### src/rtl/spram_word_bridge_pkg.sv
// Shared types and constants for the 32-bit to 16Kx16 SPRAM word bridge.
// Imported by the bridge interface and the bridge itself.
package spram_word_bridge_pkg;

    localparam int unsigned WORD_ADDR_WIDTH_DEF = 13;
    localparam int unsigned RAM_ADDR_WIDTH_DEF  = 14;

    // Halfword select appended as the SPRAM address LSB
    localparam logic HALF_LO = 1'b0;
    localparam logic HALF_HI = 1'b1;

    typedef enum logic [1:0] {
        IDLE    = 2'd0,
        PH_LO   = 2'd1,
        PH_HI   = 2'd2,
        RD_TAIL = 2'd3
    } state_e;

endpackage

### src/rtl/spram_word_bridge_if.sv
// Signal bundle between a 32-bit requester, the word bridge and the 16Kx16 SPRAM.
// master = requester view, slave = bridge view, ram = SPRAM wrapper view.
interface spram_word_bridge_if
    import spram_word_bridge_pkg::*;
#(
    parameter int unsigned WORD_ADDR_WIDTH = WORD_ADDR_WIDTH_DEF,
    parameter int unsigned RAM_ADDR_WIDTH  = RAM_ADDR_WIDTH_DEF
);

    logic                       mem_req;
    logic                       mem_we;
    logic [WORD_ADDR_WIDTH-1:0] mem_addr;
    logic [31:0]                mem_wdata;
    logic [3:0]                 mem_be;
    logic [31:0]                mem_rdata;
    logic                       mem_ack;
    logic                       mem_busy;

    logic [RAM_ADDR_WIDTH-1:0]  ram_addr;
    logic [15:0]                ram_din;
    logic [1:0]                 ram_write_en;
    logic [15:0]                ram_dout;

    modport master (
        output mem_req, mem_we, mem_addr, mem_wdata, mem_be,
        input  mem_rdata, mem_ack, mem_busy
    );

    modport slave (
        input  mem_req, mem_we, mem_addr, mem_wdata, mem_be,
        output mem_rdata, mem_ack, mem_busy,
        output ram_addr, ram_din, ram_write_en,
        input  ram_dout
    );

    modport ram (
        input  ram_addr, ram_din, ram_write_en,
        output ram_dout
    );

endinterface

### src/rtl/spram_word_bridge.sv
// Splits 32-bit byte-enabled accesses into low/high halfword SPRAM phases,
// skipping unused write halves and reassembling read data behind a one-cycle ack.
module spram_word_bridge
    import spram_word_bridge_pkg::*;
#(
    parameter int unsigned WORD_ADDR_WIDTH = WORD_ADDR_WIDTH_DEF,
    parameter int unsigned RAM_ADDR_WIDTH  = RAM_ADDR_WIDTH_DEF
) (
    input  logic              clk,
    input  logic              reset_n,
    spram_word_bridge_if.slave bus
);

    state_e                     state_q, state_d;
    logic [WORD_ADDR_WIDTH-1:0] addr_q, addr_d;
    logic [15:0]                wdata_hi_q, wdata_hi_d;
    logic [1:0]                 be_hi_q, be_hi_d;
    logic                       we_q, we_d;

    logic [31:0]                rdata_q, rdata_d;
    logic                       ack_q, ack_d;
    logic                       busy_q, busy_d;
    logic [RAM_ADDR_WIDTH-1:0]  ram_addr_q, ram_addr_d;
    logic [15:0]                ram_din_q, ram_din_d;
    logic [1:0]                 ram_we_q, ram_we_d;

    always_ff @(posedge clk or negedge reset_n) begin
        if (!reset_n) begin
            state_q    <= IDLE;
            addr_q     <= '0;
            wdata_hi_q <= '0;
            be_hi_q    <= '0;
            we_q       <= 1'b0;
            rdata_q    <= '0;
            ack_q      <= 1'b0;
            busy_q     <= 1'b0;
            ram_addr_q <= '0;
            ram_din_q  <= '0;
            ram_we_q   <= '0;
        end else begin
            state_q    <= state_d;
            addr_q     <= addr_d;
            wdata_hi_q <= wdata_hi_d;
            be_hi_q    <= be_hi_d;
            we_q       <= we_d;
            rdata_q    <= rdata_d;
            ack_q      <= ack_d;
            busy_q     <= busy_d;
            ram_addr_q <= ram_addr_d;
            ram_din_q  <= ram_din_d;
            ram_we_q   <= ram_we_d;
        end
    end

    always_comb begin
        state_d    = state_q;
        addr_d     = addr_q;
        wdata_hi_d = wdata_hi_q;
        be_hi_d    = be_hi_q;
        we_d       = we_q;
        rdata_d    = rdata_q;
        ack_d      = 1'b0;
        ram_addr_d = ram_addr_q;
        ram_din_d  = ram_din_q;
        ram_we_d   = '0;

        case (state_q)
            IDLE: begin
                if (bus.mem_req) begin
                    addr_d     = bus.mem_addr;
                    wdata_hi_d = bus.mem_wdata[31:16];
                    be_hi_d    = bus.mem_be[3:2];
                    we_d       = bus.mem_we;
                    if (!bus.mem_we) begin
                        state_d    = PH_LO;
                        ram_addr_d = {bus.mem_addr, HALF_LO};
                    end else if (bus.mem_be[1:0] != 2'b00) begin
                        state_d    = PH_LO;
                        ram_addr_d = {bus.mem_addr, HALF_LO};
                        ram_din_d  = bus.mem_wdata[15:0];
                        ram_we_d   = bus.mem_be[1:0];
                    end else if (bus.mem_be[3:2] != 2'b00) begin
                        state_d    = PH_HI;
                        ram_addr_d = {bus.mem_addr, HALF_HI};
                        ram_din_d  = bus.mem_wdata[31:16];
                        ram_we_d   = bus.mem_be[3:2];
                    end else begin
                        // Empty byte mask: complete immediately, SPRAM untouched
                        ack_d = 1'b1;
                    end
                end
            end
            PH_LO: begin
                if (!we_q) begin
                    state_d    = PH_HI;
                    ram_addr_d = {addr_q, HALF_HI};
                end else if (be_hi_q != 2'b00) begin
                    state_d    = PH_HI;
                    ram_addr_d = {addr_q, HALF_HI};
                    ram_din_d  = wdata_hi_q;
                    ram_we_d   = be_hi_q;
                end else begin
                    state_d = IDLE;
                    ack_d   = 1'b1;
                end
            end
            PH_HI: begin
                if (!we_q) begin
                    // Low-half read data arrives one cycle after its address
                    state_d        = RD_TAIL;
                    rdata_d[15:0]  = bus.ram_dout;
                end else begin
                    state_d = IDLE;
                    ack_d   = 1'b1;
                end
            end
            RD_TAIL: begin
                state_d        = IDLE;
                rdata_d[31:16] = bus.ram_dout;
                ack_d          = 1'b1;
            end
            default: state_d = IDLE;
        endcase

        busy_d = (state_d != IDLE);
    end

    assign bus.mem_rdata    = rdata_q;
    assign bus.mem_ack      = ack_q;
    assign bus.mem_busy     = busy_q;
    assign bus.ram_addr     = ram_addr_q;
    assign bus.ram_din      = ram_din_q;
    assign bus.ram_write_en = ram_we_q;

endmodule

### src/flat_wrapper.sv
// flat-port wrapper written by rule: the top's interface ports become plain ports
module spram_word_bridge_flat import spram_word_bridge_pkg::*;
#(
    parameter int unsigned WORD_ADDR_WIDTH = WORD_ADDR_WIDTH_DEF,
    parameter int unsigned RAM_ADDR_WIDTH  = RAM_ADDR_WIDTH_DEF
)
  (clk, reset_n, bus_mem_req, bus_mem_we, bus_mem_addr, bus_mem_wdata, bus_mem_be, bus_mem_rdata, bus_mem_ack, bus_mem_busy, bus_ram_addr, bus_ram_din, bus_ram_write_en, bus_ram_dout);
  spram_word_bridge_if #(.WORD_ADDR_WIDTH(WORD_ADDR_WIDTH), .RAM_ADDR_WIDTH(RAM_ADDR_WIDTH)) bus_i ();
  input  logic clk;
  input  logic reset_n;
  input wire logic [$bits(bus_i.mem_req)-1:0] bus_mem_req;
  input wire logic [$bits(bus_i.mem_we)-1:0] bus_mem_we;
  input wire logic [$bits(bus_i.mem_addr)-1:0] bus_mem_addr;
  input wire logic [$bits(bus_i.mem_wdata)-1:0] bus_mem_wdata;
  input wire logic [$bits(bus_i.mem_be)-1:0] bus_mem_be;
  output wire logic [$bits(bus_i.mem_rdata)-1:0] bus_mem_rdata;
  output wire logic [$bits(bus_i.mem_ack)-1:0] bus_mem_ack;
  output wire logic [$bits(bus_i.mem_busy)-1:0] bus_mem_busy;
  output wire logic [$bits(bus_i.ram_addr)-1:0] bus_ram_addr;
  output wire logic [$bits(bus_i.ram_din)-1:0] bus_ram_din;
  output wire logic [$bits(bus_i.ram_write_en)-1:0] bus_ram_write_en;
  input wire logic [$bits(bus_i.ram_dout)-1:0] bus_ram_dout;
  assign bus_i.mem_req = bus_mem_req;
  assign bus_i.mem_we = bus_mem_we;
  assign bus_i.mem_addr = bus_mem_addr;
  assign bus_i.mem_wdata = bus_mem_wdata;
  assign bus_i.mem_be = bus_mem_be;
  assign bus_mem_rdata = bus_i.mem_rdata;
  assign bus_mem_ack = bus_i.mem_ack;
  assign bus_mem_busy = bus_i.mem_busy;
  assign bus_ram_addr = bus_i.ram_addr;
  assign bus_ram_din = bus_i.ram_din;
  assign bus_ram_write_en = bus_i.ram_write_en;
  assign bus_i.ram_dout = bus_ram_dout;
  spram_word_bridge #(.WORD_ADDR_WIDTH(WORD_ADDR_WIDTH), .RAM_ADDR_WIDTH(RAM_ADDR_WIDTH)) u_core (.clk(clk), .reset_n(reset_n), .bus(bus_i));
endmodule
### config.mk
export PLATFORM = sky130hd
export DESIGN_NAME = spram_word_bridge_flat
export DESIGN_NICKNAME = d
export VERILOG_FILES = /design/src/rtl/spram_word_bridge_pkg.sv /design/src/rtl/spram_word_bridge_if.sv /design/src/rtl/spram_word_bridge.sv /design/src/flat_wrapper.sv
export SDC_FILE = /design/constraint.sdc
export NUM_CORES = 1
export LEC_CHECK = 0
export CAP_MARGIN = 20
export CORE_MARGIN = 8
export CORE_UTILIZATION = 40
export DETAILED_ROUTE_END_ITERATION = 7
export GPL_TIMING_DRIVEN = 0
export PLACE_DENSITY = 0.72
export SLEW_MARGIN = 10
export SYNTH_ARGS = -nofsm -noshare
export SYNTH_HDL_FRONTEND = slang
export SYNTH_SLANG_ARGS = --single-unit
export TNS_END_PERCENT = 100
### constraint.sdc
create_clock -name clk -period 2.8 [get_ports clk]
set_clock_uncertainty 0.15 [all_clocks]
set_input_delay 0.56 -clock clk [delete_from_list [all_inputs] [get_ports clk]]
set_output_delay 0.56 -clock clk [all_outputs]
set_load 0.1 [all_outputs]
==> impl_metrics.csv, run 1 <==
group,metric,value,unit
status,status,"complete, no violations",
timing,period_minus_slack,2637,ps
die,initial_core_util,40.88,%
critical_path,crit_slowest_cell,"clkdlybuf4s50_1",
yosys,async_reset_ff_share,100.0,%
timing,max_slew_margin,32.21,%
placement,numPortBuffers,134,
yosys,synth.area.top_cells,"dfrtp_1 (56%), mux2_2 (22%), mux2_4 (6.4%)",
route,drcViolationCount,0,
hold_path,hold_class,"input port to async pin",
critical_path,worst_setup_path_end_kind,"primary output",
yosys,synth_adder_area_share,0,%
yosys,synth_common_cells,"dfrtp_1 (100), mux2_2 (86), nand2_1 (21), o21ai_0 (21), mux2_4 (19)",
timing,setup_ws,163.1,ps
die,row_count,38,
global_route,grt_overflow,0,
critical_path,crit_family,"buffers and inverters",
die,die_height,121.3,µm
critical_path,required,2090,ps
timing,fin_crit_sh,94.18,%
final_layout,n_fill_cell,945,
die,core_area,10840,µm²
final_layout,ff_latch_area,2502,µm²
placement,gp_congestion,0.7548,
yosys,syn_area_per_cell,14.48,µm²
timing,hold_viol,0,
route,wl_per_cell,18.53,µm
yosys,synth-seq-cells,100,
critical_path,max_stage_delay,1160,ps
critical_path,startpoint_type,"flop",
yosys,synth_top_area_share,56.47,%
cts,cts_hold_buf,0,
route,wl,11.06,mm
die,io_pins,135,
critical_path,crit_type,"flop to primary output",
yosys,ys_types,29,
cts,cts_buffers,9,
flow_run,cap_violations,0,
final_layout,diodes,0,
timing,timing.fmax,379.2,MHz
timing,finalSetupViolCount,0,
critical_path,cp_max_fo,2,
final_layout,syn2layout_area_growth,40.37,%
yosys,synthCells,306,
yosys,synth_area,4432,µm²
route,initialDrtViolationCount,142,
yosys,ys_seq_area_share,56.47,%
cts,cts_buffer_depth,2,
route,first_pass_iters,4,
cts,clkSinkCount,100,
yosys,ys_dominant_reg_cell,"dfrtp_1",
die,die_area,14700,µm²
die,chipWidth,121.3,µm
cts,post_cts_resized,0,
cts,path_clk_slew,100,ps
cts,cts_htree_levels,3,
cts,cts_setup_buffers,0,
yosys,yosys.area_share.simple,4.376,%
critical_path,crit_chain,"clkdlybuf4s50_1",
timing,tightest_slew,1014,ps
global_route,grtUsageTotal,15.53,%
route,drt-vias-per-instance,4.990,
critical_path,crit_buf_inv,1,
cts,clk_latency,370,ps
global_route,grt_max_degree,61,
cts,cts_tree,"yes",
timing,rsz0062_at_grt,"false",
yosys,synth_mux_area_share,31.90,%
critical_path,cp.arrival,1930,ps
cts,clk_root_buffer_cell,"clkbuf_8",
yosys,synth_top_family_by_area,"multiplexers",
yosys,yosysWarnings,0,
global_route,grt_pass1_wl,18.15,mm
yosys,synth_compound_area_share,4.320,%
yosys,synth_fp_nets,375,
placement,hpwl,8.115,mm
final_layout,multi_input_area,1808,µm²
yosys,yosys.area_share.xor_xnor,0.1976,%
global_route,antenna_found_initial,0,
final_layout,drive_gt1_share,31.95,%
yosys,yosysTopAreaCell,"dfrtp_1",
yosys,synth-edff-count,0,
global_route,grt_pass1_vias,3411,
final_layout,layout.nets,521,
timing,slew_viol_final,0,
placement,place_ws,34.10,ps
yosys,yosysMostFrequentCell,"dfrtp_1",
route,antenna_left,0,
route,via_count,2979,
-- logic make-up after synthesis --
family / Yosys count
AND/OR/NAND/NOR: 34
AO/OA/AOI/OAI: 30
flip-flops: 100
XOR/XNOR: 1
multiplexers: 121
buffers and inverters: 20
-- stage by stage --
stage	cell area [µm²]	util, %	hold WS, ps	instances	setup TNS [ps]
final	6221	57.39	18.61	597	0
after global routing	6221	57.39	51.92	597	0
after CTS	6221	57.39	22.48	597	0
after detailed placement	5973	55.10	342.1	581	0
after global placement	5948	54.87	332.8	580	-277430
after floorplan	4432	-	114.4	306	0
-- path summary, 6_finish.rpt --
check	start	end	slack [ps]	depth (start not counted)
max	u_core.bus.ram_din[0]	bus_ram_din[0]	160	1
min	reset_n	u_core.addr_q[0]	20	1
max reg2reg	u_core.we_q	u_core.bus.mem_rdata[8]	550	4
min reg2reg	u_core.addr_q[6]	u_core.addr_q[6]	360	1
max in group asynchronous	reset_n	u_core.bus.mem_rdata[6]	1800	2
min in group clk	u_core.addr_q[6]	u_core.addr_q[6]	360	1
-- final cells by class --
class,instances,area share (%)
sequential,100,40.23
multi-input combinational,186,29.06
timing repair buffer,135,21.96
tap,140,2.816
clock buffer,9,1.991
clock inverter,7,1.991
buffer,16,1.710
inverter,4,0.2414
-- registers in the layout, summed over array words and instances, names as in the netlist --
name	flops
u_core.addr_q	13
u_core.be_hi_q	2
u_core.bus.mem_ack	1
u_core.bus.mem_busy	1
u_core.bus.mem_rdata	32
u_core.bus.ram_addr	14
u_core.bus.ram_din	16
u_core.bus.ram_write_en	2
u_core.state_q	2
u_core.wdata_hi_q	16
u_core.we_q	1
-- cell usage in the layout, fill, tap and decap left out, drive strengths merged, types with 3 or more instances in the layout --
cell type	instances
clkdlybuf4s50	133
mux2	105
dfrtp	100
nand2	22
o21ai	21
mux2i	16
buf	15
clkbuf	12
inv	5
a21oi	4
nand3	3
bufinv	3
-- layer usage --
layer  up-vias  share of wire (%)  GRT usage, %
met4         0                1.4         5.628
met5         -                  0             0
met1      1491                 43         19.22
met3        14                9.5         5.910
li1       1370                  -             -
met2       104                 46         24.25
Power of run 1 is not shown: default switching activity piles up to over one toggle a cycle in this logic, so the estimate is an artifact.
==> run 2, diff against run 1 <==
--- a/config.mk
+++ b/config.mk
@@ -5,7 +5,6 @@
 export SDC_FILE = /design/constraint.sdc
 export NUM_CORES = 1
 export LEC_CHECK = 0
-export CAP_MARGIN = 20
 export CORE_MARGIN = 8
 export CORE_UTILIZATION = 40
 export DETAILED_ROUTE_END_ITERATION = 7
==> impl_metrics.csv, run 2 (synthesis results as in run 1) <==
group,metric,value,unit
timing,tightest_slew,1014,ps
route,drcViolationCount,0,
critical_path,startpoint_type,"flop",
hold_path,hold_class,"input port to async pin",
critical_path,cp-endpoint,"bus_ram_din[0]",
global_route,grt_pass1_wl,18.15,mm
critical_path,crit_path_start,"u_core.bus.ram_din[0]",
timing,max_slew_margin,32.21,%
cts,cts_setup_buffers,0,
route,antenna_left,0,
cts,clkSinkCount,100,
die,die_area,14700,µm²
critical_path,required,2090,ps
final_layout,layout_common_cells,"clkdlybuf4s50_1 (133), dfrtp_1 (100), mux2_2 (86)",
critical_path,crit_slowest_cell,"clkdlybuf4s50_1",
route,first_pass_iters,4,
global_route,grtUsageTotal,15.53,%
placement,gp_congestion,0.7548,
die,core_area,10840,µm²
die,io_pins,135,
timing,fin_crit_sh,94.18,%
critical_path,r2r_start,"u_core.we_q",
status,status,"complete, no violations",
cts,cts_buffers,9,
global_route,grt_max_degree,61,
final_layout,fin_util,57.39,%
final_layout,n_fill_cell,945,
critical_path,cp_max_fo,2,
die,chipWidth,121.3,µm
critical_path,worst_setup_path_end_kind,"primary output",
die,initial_core_util,40.88,%
timing,period_minus_slack,2637,ps
critical_path,crit_type,"flop to primary output",
final_layout,layout_commonest_cell,"clkdlybuf4s50_1",
cts,cts_hold_buf,0,
die,row_count,38,
critical_path,reg2regPathDepth,4,
timing,finalSetupViolCount,0,
route,drt-vias-per-instance,4.990,
global_route,grt_pass1_vias,3411,
critical_path,cp.depth,1,
cts,path_clk_slew,100,ps
critical_path,crit_chain,"clkdlybuf4s50_1",
timing,hold_viol,0,
route,via_count,2979,
cts,cts_htree_levels,3,
final_layout,syn2layout_area_growth,40.37,%
critical_path,max_stage_delay,1160,ps
placement,numPortBuffers,134,
critical_path,crit_buf_inv,1,
flow_run,cap_violations,0,
cts,cts_buffer_depth,2,
route,wl,11.06,mm
cts,cts_tree,"yes",
final_layout,diodes,0,
final_layout,layout.nets,521,
timing,timing.fmax,379.2,MHz
final_layout,largest_register_ffs,32,
cts,post_cts_resized,0,
final_layout,drive_gt1_share,31.95,%
critical_path,rr_endpoint,"u_core.bus.mem_rdata[8]",
critical_path,crit_family,"buffers and inverters",
global_route,grt_overflow,0,
global_route,antenna_found_initial,0,
route,wl_per_cell,18.53,µm
timing,slew_viol_final,0,
cts,clk_latency,370,ps
critical_path,r2r_slack,550,ps
die,die_height,121.3,µm
placement,hpwl,8.115,mm
critical_path,cp.arrival,1930,ps
timing,rsz0062_at_grt,"false",
route,initialDrtViolationCount,142,
cts,clk_root_buffer_cell,"clkbuf_8",
run 2: cell counts in the layout (fill, tap and decap cells not counted):
No cell type changed its count.
run 2: area by class of cell:
| type | count | area [µm²] | area share, % |
|---|---|---|---|
| Clock inverter | 7 | 123.9 | 1.991 |
| Timing Repair Buffer | 135 | 1366 | 21.96 |
| Multi-Input combinational cell | 186 | 1808 | 29.06 |
| Clock buffer | 9 | 123.9 | 1.991 |
| Buffer | 16 | 106.4 | 1.710 |
| Sequential cell | 100 | 2502 | 40.23 |
| Inverter | 4 | 15.01 | 0.2414 |
| Tap cell | 140 | 175.2 | 2.816 |
run 2: routing by layer:
metal | global-route usage, % | wire length [µm] | up-vias | part of all wire, %
li1 | - | - | 1370 | -
met1 | 19.22 | 4764 | 1491 | 43
met2 | 24.25 | 5089 | 104 | 46
met3 | 5.910 | 1050 | 14 | 9.5
met4 | 5.628 | 158 | 0 | 1.4
met5 | 0 | 0 | - | 0
run 2: through the flow:
step | hold slack, ps | std cells | TNS (ps) | instance area [µm²] | setup slack, ps
6_report | 18.61 | 597 | 0 | 6221 | 163.1
5_1_grt | 51.92 | 597 | 0 | 6221 | 125.9
4_1_cts | 22.48 | 597 | 0 | 6221 | 131.6
3_5_place_dp | 342.1 | 581 | 0 | 5973 | 34.10
3_3_place_gp | 332.8 | 580 | -277430 | 5948 | -2778
2_1_floorplan | 114.4 | 306 | 0 | 4432 | 818.8
run 2: worst min-delay path by stage:
| stage | from | end | slack, ps | depth (start not counted) |
|---|---|---|---|---|
| 6_report | reset_n | u_core.addr_q[0] | 20 | 1 |
| 5_1_grt | reset_n | u_core.addr_q[0] | 50 | 1 |
| 4_1_cts | reset_n | u_core.addr_q[0] | 20 | 1 |
| 3_5_place_dp | u_core.addr_q[0] | u_core.addr_q[0] | 340 | 1 |
| 3_3_place_gp | u_core.addr_q[3] | u_core.addr_q[3] | 330 | 1 |
| 2_1_floorplan | reset_n | u_core.addr_q[0] | 110 | 0 |
Power of run 2 is left out for the same reason.
==> run 3, diff against run 2 <==
--- a/config.mk
+++ b/config.mk
@@ -5,7 +5,6 @@
 export SDC_FILE = /design/constraint.sdc
 export NUM_CORES = 1
 export LEC_CHECK = 0
-export CORE_MARGIN = 8
 export CORE_UTILIZATION = 40
 export DETAILED_ROUTE_END_ITERATION = 7
 export GPL_TIMING_DRIVEN = 0
==> impl_metrics.csv, run 3 (synthesis results as in run 1) <==
group,metric,value,unit
timing,finalSetupViolCount,0,
die,die_height,107.3,µm
global_route,grt_pass1_vias,3198,
route,initialDrtViolationCount,154,
cts,path_clk_slew,100,ps
global_route,grt_max_degree,64,
critical_path,crit_family,"buffers and inverters",
final_layout,layout_commonest_cell,"clkdlybuf4s50_1",
critical_path,crit_type,"flop to primary output",
timing,hold_viol,0,
final_layout,syn2layout_area_growth,39.33,%
critical_path,startpoint_type,"flop",
final_layout,layout.nets,521,
route,wl,9.947,mm
cts,clk_root_buffer_cell,"clkbuf_8",
timing,slew_viol_final,0,
final_layout,fin_util,56.96,%
global_route,grt_overflow,0,
critical_path,crit_chain,"clkdlybuf4s50_1",
flow_run,cap_violations,0,
placement,numPortBuffers,134,
cts,post_cts_resized,0,
timing,tightest_slew,1008,ps
route,drt-vias-per-instance,4.975,
timing,max_slew_margin,32.61,%
die,row_count,38,
die,core_area,10840,µm²
critical_path,cp_max_fo,2,
critical_path,crit_buf_inv,1,
route,drcViolationCount,0,
die,chipWidth,107.3,µm
critical_path,required,2090,ps
placement,hpwl,7.109,mm
timing,rsz0062_at_grt,"false",
die,initial_core_util,40.88,%
die,die_area,11500,µm²
critical_path,reg2regPathDepth,4,
final_layout,largest_register_ffs,32,
cts,cts_tree,"yes",
final_layout,drive_gt1_share,31.95,%
final_layout,layout_common_cells,"clkdlybuf4s50_1 (133), dfrtp_1 (100), mux2_2 (86)",
timing,period_minus_slack,2618,ps
final_layout,diodes,0,
hold_path,hold_class,"input port to async pin",
cts,cts_setup_buffers,0,
die,io_pins,135,
critical_path,cp.arrival,1910,ps
route,first_pass_iters,4,
global_route,grtUsageTotal,18.34,%
placement,gp_congestion,0.7468,
status,status,"complete, no violations",
cts,clkSinkCount,100,
critical_path,crit_slowest_cell,"clkdlybuf4s50_1",
critical_path,worst_setup_path_end_kind,"primary output",
route,via_count,2970,
timing,fin_crit_sh,93.50,%
timing,timing.fmax,382.0,MHz
global_route,antenna_found_initial,0,
cts,cts_hold_buf,0,
route,antenna_left,0,
route,wl_per_cell,16.66,µm
critical_path,max_stage_delay,1160,ps
cts,cts_htree_levels,3,
cts,cts_buffers,9,
global_route,grt_pass1_wl,16.04,mm
critical_path,cp.depth,1,
cts,cts_buffer_depth,2,
cts,clk_latency,360,ps
[run 3: worst register-to-register path, delay by kind of cell, from the launching register on]
kind	cells	cell delay (ps)
flip-flops	1	370
buffers and inverters	2	560
multiplexers	1	380
AND/OR/NAND/NOR	1	630
[run 3: metal layers]
layer	vias up	wire, µm	track usage, %
met5	-	0	0
met4	0	80	4.697
met3	6	667	5.508
met2	101	4785	30.28
met1	1495	4414	23.54
li1	1368	-	-
[run 3: area by class of cell]
cell class	instances	area, µm²
Timing Repair Buffer	135	1359
Sequential cell	100	2502
Clock inverter	6	71.32
Inverter	4	15.01
Buffer	16	106.4
Tap cell	140	175.2
Multi-Input combinational cell	186	1808
Clock buffer	10	137.6
Fill cell	936	4666
[run 3: per-stage QoR]
| step | std cells | hold WS (ps) | setup WS [ps] | TNS [ps] | cell area, µm² |
|---|---|---|---|---|---|
| 4_1_cts | 597 | 146.2 | 155.4 | 0 | 6175 |
| 2_1_floorplan | 306 | 114.4 | 818.8 | 0 | 4432 |
| 3_5_place_dp | 581 | 342.6 | 39.84 | 0 | 5966 |
| 6_report | 597 | 124.2 | 181.9 | 0 | 6175 |
| 5_1_grt | 597 | 186.1 | 125.9 | 0 | 6175 |
| 3_3_place_gp | 580 | 332.8 | -2736 | -273000 | 5948 |
[run 3: worst paths after layout]
kind	to	start	slack, ps
max	bus_ram_addr[8]	u_core.bus.ram_addr[8]	180
max reg2reg	u_core.bus.mem_rdata[7]	u_core.we_q	610
max in group asynchronous	u_core.bus.ram_din[9]	reset_n	1690
min reg2reg	u_core.bus.mem_rdata[22]	u_core.bus.mem_rdata[22]	360
min in group clk	u_core.bus.mem_rdata[22]	u_core.bus.mem_rdata[22]	360
min	u_core.addr_q[0]	reset_n	120
Power of run 3 is left out for the same reason.
